## src/rtl/gray_conv_arbiter_if.sv

```systemverilog
// gray_conv_arbiter_if: requester/consumer bus bundle for the shared Gray converter
interface gray_conv_arbiter_if #(
  parameter int W   = 4,
  parameter int N   = 4,
  parameter int IDW = 2
);
  logic [N-1:0]   req;
  logic [N*W-1:0] din;
  logic [N-1:0]   gnt;
  logic [W-1:0]   dout;
  logic [IDW-1:0] dout_id;
  logic           dout_valid;
  logic           out_ready;
  logic           busy;
  modport master (output req, din, out_ready, input gnt, dout, dout_id, dout_valid, busy);
  modport slave  (input req, din, out_ready, output gnt, dout, dout_id, dout_valid, busy);
endinterface

```

## src/rtl/gray_conv_arbiter.sv

```systemverilog
// gray_conv_arbiter: round-robin arbiter sharing one registered binary-to-Gray converter among N requesters
module gray_conv_arbiter #(
  parameter int W   = 4,
  parameter int N   = 4,
  parameter int IDW = 2
) (
  input logic                clk,
  input logic                rst_n,
  gray_conv_arbiter_if.slave bus
);
  typedef enum logic [1:0] {IDLE, CONV, HOLD} state_t;
  state_t         state_q, state_d;
  logic [IDW-1:0] rr_ptr_q, rr_ptr_d;
  logic [IDW-1:0] win_id_q, win_id_d;
  logic [W-1:0]   op_q, op_d;
  logic [N-1:0]   gnt_q, gnt_d;
  logic [W-1:0]   dout_q, dout_d;
  logic [IDW-1:0] dout_id_q, dout_id_d;
  logic           dout_valid_q, dout_valid_d;
  logic [IDW-1:0] win;
  always_comb begin
    win = rr_ptr_q;
    for (int i = N - 1; i >= 0; i--)
      if (bus.req[(int'(rr_ptr_q) + i) % N]) win = IDW'((int'(rr_ptr_q) + i) % N);
  end
  always_comb begin
    state_d      = state_q;
    rr_ptr_d     = rr_ptr_q;
    win_id_d     = win_id_q;
    op_d         = op_q;
    gnt_d        = '0;
    dout_d       = dout_q;
    dout_id_d    = dout_id_q;
    dout_valid_d = dout_valid_q;
    case (state_q)
      IDLE: if (|bus.req) begin
        op_d     = bus.din[int'(win)*W +: W];
        win_id_d = win;
        gnt_d    = N'(1) << win;
        state_d  = CONV;
      end
      CONV: begin
        dout_d       = op_q ^ (op_q >> 1);
        dout_id_d    = win_id_q;
        dout_valid_d = 1'b1;
        state_d      = HOLD;
      end
      HOLD: if (bus.out_ready) begin
        dout_valid_d = 1'b0;
        rr_ptr_d     = IDW'((int'(win_id_q) + 1) % N);
        state_d      = IDLE;
      end
      default: state_d = IDLE;
    endcase
  end
  always_ff @(posedge clk) begin
    if (!rst_n) begin
      state_q      <= IDLE;
      rr_ptr_q     <= '0;
      win_id_q     <= '0;
      op_q         <= '0;
      gnt_q        <= '0;
      dout_q       <= '0;
      dout_id_q    <= '0;
      dout_valid_q <= 1'b0;
    end else begin
      state_q      <= state_d;
      rr_ptr_q     <= rr_ptr_d;
      win_id_q     <= win_id_d;
      op_q         <= op_d;
      gnt_q        <= gnt_d;
      dout_q       <= dout_d;
      dout_id_q    <= dout_id_d;
      dout_valid_q <= dout_valid_d;
    end
  end
  assign bus.gnt        = gnt_q;
  assign bus.dout       = dout_q;
  assign bus.dout_id    = dout_id_q;
  assign bus.dout_valid = dout_valid_q;
  assign bus.busy       = state_q != IDLE;
endmodule

```

## src/flat_wrapper.sv

```systemverilog
// flat-port wrapper written by rule: the top's interface ports become plain ports
module gray_conv_arbiter_flat 
#(
  parameter int W   = 4,
  parameter int N   = 4,
  parameter int IDW = 2
)
  (clk, rst_n, bus_req, bus_din, bus_out_ready, bus_gnt, bus_dout, bus_dout_id, bus_dout_valid, bus_busy);
  gray_conv_arbiter_if #(.W(W), .N(N), .IDW(IDW)) bus_i ();
  input logic clk;
  input logic rst_n;
  input wire logic [$bits(bus_i.req)-1:0] bus_req;
  input wire logic [$bits(bus_i.din)-1:0] bus_din;
  input wire logic [$bits(bus_i.out_ready)-1:0] bus_out_ready;
  output wire logic [$bits(bus_i.gnt)-1:0] bus_gnt;
  output wire logic [$bits(bus_i.dout)-1:0] bus_dout;
  output wire logic [$bits(bus_i.dout_id)-1:0] bus_dout_id;
  output wire logic [$bits(bus_i.dout_valid)-1:0] bus_dout_valid;
  output wire logic [$bits(bus_i.busy)-1:0] bus_busy;
  assign bus_i.req = bus_req;
  assign bus_i.din = bus_din;
  assign bus_i.out_ready = bus_out_ready;
  assign bus_gnt = bus_i.gnt;
  assign bus_dout = bus_i.dout;
  assign bus_dout_id = bus_i.dout_id;
  assign bus_dout_valid = bus_i.dout_valid;
  assign bus_busy = bus_i.busy;
  gray_conv_arbiter #(.W(W), .N(N), .IDW(IDW)) u_core (.clk(clk), .rst_n(rst_n), .bus(bus_i));
endmodule
```

## config.mk

```make
export PLATFORM = sky130hd
export DESIGN_NAME = gray_conv_arbiter_flat
export DESIGN_NICKNAME = d
export VERILOG_FILES = /design/src/rtl/gray_conv_arbiter_if.sv /design/src/rtl/gray_conv_arbiter.sv /design/src/flat_wrapper.sv
export SDC_FILE = /design/constraint.sdc
export NUM_CORES = 1
export LEC_CHECK = 0
export CORE_ASPECT_RATIO = 0.8
export CORE_MARGIN = 1
export CORE_UTILIZATION = 25
export DETAILED_ROUTE_END_ITERATION = 6
export GPL_TIMING_DRIVEN = 1
export MAX_ROUTING_LAYER = met4
export PLACE_DENSITY = 0.53
export SETUP_SLACK_MARGIN = 0.2
export SYNTH_ARGS = -nofsm -noshare
export SYNTH_HDL_FRONTEND = slang
export SYNTH_SLANG_ARGS = --single-unit
```

## constraint.sdc

```tcl
create_clock -name clk -period 2.25 [get_ports clk]
set_clock_uncertainty 0.1 [all_clocks]
set_input_delay 0.225 -clock clk [delete_from_list [all_inputs] [get_ports clk]]
set_output_delay 0.225 -clock clk [all_outputs]
set_load 0.01 [all_outputs]
```

After elaboration in Yosys (flattened, before gate mapping) --
Index checks and enable logic that the tools add are counted.
Storage, ports and cells: word-level logic and storage cells 58, register bits 21, input bits 23
Cells by class: $lt $le $gt $ge 4, eq/ne operators 4, shifts and indexed selects 2, reduce and logical (&&, ||, !) cells 12, add/sub/neg operators 4, bitwise gates (word level) 4, muxes and demuxes 20
Operators with widths (number):
- $shiftx A16 B5 Y4 | 1
- $lt A3 B4 Y1 const B | 3
- $mux W2 | 6
- $bmux W1 S2 | 4
- $mux W1 | 8
- $reduce_and A2 Y1 | 4
- $pmux W2 S3 | 1
- $reduce_or A2 Y1 | 3
- $add A2 B1 Y2 const B | 2
- $add A2 B2 Y2 const B | 2
- $reduce_bool A2 Y1 | 2
- $reduce_or A4 Y1 | 1
- $shl A1 B2 Y4 const A | 1
- $xor A4 B3 Y4 | 1
- $and A1 B1 Y1 const A | 3
- $lt A2 B3 Y1 const B | 1
- $reduce_and A3 Y1 | 1
- $eq A2 B1 Y1 const B | 1
- $eq A2 B2 Y1 const B | 1
- $logic_not A2 Y1 | 1
- $ne A2 B1 Y1 const B | 1
- $ne A2 B2 Y1 const B | 1
- $pmux W1 S2 | 1

Depth between registers and ports, before layout --
word-level depth 11, mapped depth 7

Worst setup path after synthesis --
OpenSTA, ideal clock, no wires.
path kind reg-to-reg, from register u_core.rr_ptr_q[1], to register u_core.op_q[3], path slack 0.666 ns, setup time 0.126 ns, stages on the path, launching flop included 8, arrival time 1.358 ns, path through dfxtp_1 > and2b_1 > o21bai_2 > and3_1 > buf_4 > buf_8 > mux2i_1 > o221ai_2
Between the ends: word-level cells in the longest chain between the ends 9, elaborated cells on any way between the ends 19, those cells by class 3 x add/sub; 1 x shift; 15 x mux
Ends and longest elaborated chain:
- start: declaration | line gray_conv_arbiter.sv:13 | logic [IDW-1:0] rr_ptr_q, rr_ptr_d;
- start signal: assignment | line gray_conv_arbiter.sv:68 | rr_ptr_q <= rr_ptr_d;
- $add A2 B2 Y2 | line gray_conv_arbiter.sv:24 | if (bus.req[(int'(rr_ptr_q) + i) % N]) win = IDW'((int'(rr_ptr_q) + i) % N);
- $bmux W1 S2 | line gray_conv_arbiter.sv:24
- $mux W1 (not written as such) (2 in series) | line gray_conv_arbiter.sv:24
- $mux W2 (3 in series) | line gray_conv_arbiter.sv:24
- $mux W2 (*) | line gray_conv_arbiter.sv:24
- $shiftx A16 B5 Y4 (*) | line gray_conv_arbiter.sv:37 | op_d = bus.din[int'(win)*W +: W];
- end signal: assignment | line gray_conv_arbiter.sv:70 | op_q <= op_d;
- end: declaration | line gray_conv_arbiter.sv:15 | logic [W-1:0] op_q, op_d;
Mark *: on every way between the ends. The rest lies on a longest branch, timed or not. The select of a mux whose other input is x is not followed. A chain may end at the register's enable or synchronous reset.

Worst setup path after layout --
from input port bus_req[0], to register u_core.op_q[3]
Between the ends: word-level cells in the longest chain between the ends 8, elaborated cells on any way between the ends 18, those cells by class 1 x shift; 15 x mux; 2 x reduce/logical
Ends and longest elaborated chain:
- start: declaration | line flat_wrapper.sv:12 | input wire logic [$bits(bus_i.req)-1:0] bus_req;
- $bmux W1 S2 | line gray_conv_arbiter.sv:24
- $mux W1 (not written as such) (2 in series) | line gray_conv_arbiter.sv:24
- $mux W2 (4 in series) | line gray_conv_arbiter.sv:24
- $shiftx A16 B5 Y4 | line gray_conv_arbiter.sv:37
Several ways; a longest one is shown, not always the timed one. The select of a mux whose other input is x is not followed.

==> metrics.md <==
| Metric | Value |
|---|---|
| Crit share post-route | around 82% |
| IO Pins | 35 |
| Post-place instance area | roughly 1500 µm² |
| Setup crit start kind | input pin |
| Total congestion overflow | 0 |
| Post-synth ARST share | 0% |
| Worst path required time | about 2300 ps |
| DRT Pass-1 Iters | 4 |
| Worst hold slack | between 300 and 400 ps |
| Level count of the clock H-tree | 1 |
| Drt drc | 0 |
| Worst stage delay on the critical path | roughly 500 ps |
| Max_slew headroom | ~65% |
| Min Clock Period, post-route | 1844 ps |
| Critical path fanouts, max | 13 |
| Port-buffer cells | 34 |
| Setup crit end kind | register |
| Status | finished, final reports clean |
| DR iter-0 viols | 11 |
| Vias per inst | around 4.6 |
| Setup bufs post-CTS | 0 |
| Most common cell in the netlist | dfxtp_1 |
| Worst hold path class | reg -> reg |
| Area Overhead vs Synth | 41.11% |
| Max-Cap Viols | 0 |
| Worst vdd ir | 0.2115 mV |
| Fin nets | 170 |
| CTS sink cnt | 21 |
| #FFs+latches synth | 21 |
| CP cell instances | clkdlybuf4s50_1 > or2_0 > a22oi_2 > and3_1 > buf_4 > mux2i_1 > o221ai_2 |
| DPL Wire Length | roughly 1.9 mm |
| Die Wd | ~75 µm |
| Cell count after synthesis | 111 |
| TritonCTS Buffers | 3 |
| Power Density | about 620 nW/µm² |
| WL final | about 2.3 mm |
| Final Instance Area | 1499 µm² |
| Arrival time at the worst endpoint | between 1500 and 2000 ps |
| Routed vias | ~900 |
| Kind of critical path | in -> reg |
| Post-synth top cells | 21 x dfxtp_1, 11 x nand2_1, 10 x mux2i_1 |
| RSZ-0062 raised after global routing | no |
| Starting density of the core | 27.04% |
| Via count of the first global-routing pass | roughly 900 |
| Dominant cells by area after synthesis | dfxtp_1 40%, mux2i_1 9.4%, o211a_1 5.7%, nor2b_1 4.1%, nand2_1 3.9% |
| # diodes | 0 |
| Worst-skew pair later-pin latency | between 200 and 300 ps |
| Register area share after synthesis | between 30 and 40% |
| Synthesized area per cell | between 9 and 10 µm² |
| Largest net degree at the start of global routing | 18 |
| Slew of the pin with the lowest slew margin | about 530 ps |
| Tot GR Track Use | between 10% and 20% |
| Core ar. | around 3900 µm² |
| Post-Syn Area | between 1000 and 1500 µm² |
| Final setup fails | 0 |
| Fin util | 38.15% |
| GPL Wtd Cong | around 0.7 |
| # fillers | 411 |
| Max-slew violations | 0 |
| Clk buf depth | 2 |
| Number of flops mapped to enable cells by yosys | 0 |
| CTS tree | done |
| Leak | just over 0.6 nW |
| Synth cell types | 34 |
| Chip Height | between 60 and 70 µm |
| Top_reg_cell synth | dfxtp_1 |
| Yosys top cell area share | approximately 40% |
| Syn nets | 134 |
| Num rows | 20 |
| Yosys warns | 0 |
| Post-DR wirelength/cell | 11.60 µm |
| First-pass GRT wire length | between 3 and 4 mm |
| Share of cells above drive strength 1 | between 8 and 9% |
| CTS resizes | 0 |
| Cts hold-fix bufs | 0 |
| Routed Antenna Nets | 0 |
| Final setup TNS | 0 ps |
| Cell taking the most area after synthesis | dfxtp_1 |
| Final Hold Viols | 0 |
| Die ar. | 4515 µm² |
| Slowest CP cell | clkdlybuf4s50_1 |
| Root buf cell | clkbuf_8 |
| Worst-path clk slew | around 70 ps |
| Fmax | ~540 MHz |
| Initial antenna violation count | 0 |
| FF-to-FF setup slack | a little over 500 ps |
worst max-delay path: cells and delay by family:
kind                   cells  cell delay (ps)
AO/OA/AOI/OAI              2              260
buffers and inverters      2              710
multiplexers               1              260
AND/OR/NAND/NOR            2              420
stage by stage:
step / setup slack, ps / std cells / total power, mW
2_1_floorplan: 665.6 / 111 / 0.5909
3_3_place_gp: 182.6 / 197 / 0.6899
3_5_place_dp: 145.5 / 197 / 0.6960
4_1_cts: 398.6 / 201 / 0.9385
5_1_grt: 233.2 / 201 / 0.9797
6_report: 405.6 / 201 / 0.9251
flip-flops by register name, indices dropped and copies added (netlist names):
register and cells:
u_core.win_id_q 2, u_core.state_q 2, u_core.rr_ptr_q 2, u_core.bus.dout_id 2
u_core.bus.dout_valid 1, u_core.bus.dout 4, u_core.bus.gnt 4, u_core.op_q 4
placed cells by master (no fill, tap or decap), types with 2 or more instances in the layout:
master and n:
buf_4 3, nand3_1 4, o21ai_1 2, a21boi_1 2, o211a_1 6, o21a_1 2, nor3_1 3, nor2_1 5
o221ai_1 2, mux2i_1 10, clkbuf_8 3, xnor2_1 4, nor3b_1 3, nand2_1 11, or2_1 3, and3_1 2
inv_1 5, nor2b_1 7, clkdlybuf4s50_1 34, dfxtp_1 21
kinds of logic (layout without fill, tap and decap cells):
logic type / Yosys count / after routing / synth area share [%]
AND/OR/NAND/NOR: 41 / 41 / 20.02
AO/OA/AOI/OAI: 24 / 24 / 22.14
flip-flops: 21 / 21 / 39.58
buffers and inverters: 11 / 46 / 5.536
multiplexers: 10 / 10 / 9.423
XOR/XNOR: 4 / 4 / 3.298
report_power, final:
group          switching (mW)  internal (mW)
registers              0.0278          0.406
clock network           0.114          0.126
logic                   0.111          0.140
worst paths after layout:
| check | startpoint | endpoint | cells after the start |
|---|---|---|---|
| min reg2reg | u_core.bus.dout[0] | u_core.bus.dout[0] | 1 |
| max reg2reg | u_core.rr_ptr_q[1] | u_core.op_q[3] | 6 |
| max | bus_req[0] | u_core.op_q[3] | 7 |
| min | u_core.bus.dout[0] | u_core.bus.dout[0] | 1 |
layer usage:
layer  global-route usage [%]  up-vias  share of wire (%)
li1                         -      465                  -
met1                    15.52      423                 50
met3                    1.518        4                2.4
met2                    18.79       23                 45
met4                    7.278        0                2.4
met5                        -        -                  0
layout make-up:
type | instances | area [µm²] | share of cell area, %
Sequential cell | 21 | 420.4 | 28.05
Inverter | 5 | 18.77 | 1.252
Clock buffer | 4 | 45.04 | 3.005
Tap cell | 55 | 68.82 | 4.591
Multi-Input combinational cell | 79 | 583.1 | 38.90
Timing Repair Buffer | 37 | 362.8 | 24.21
Note: power is estimated with default switching activity, not from simulation.
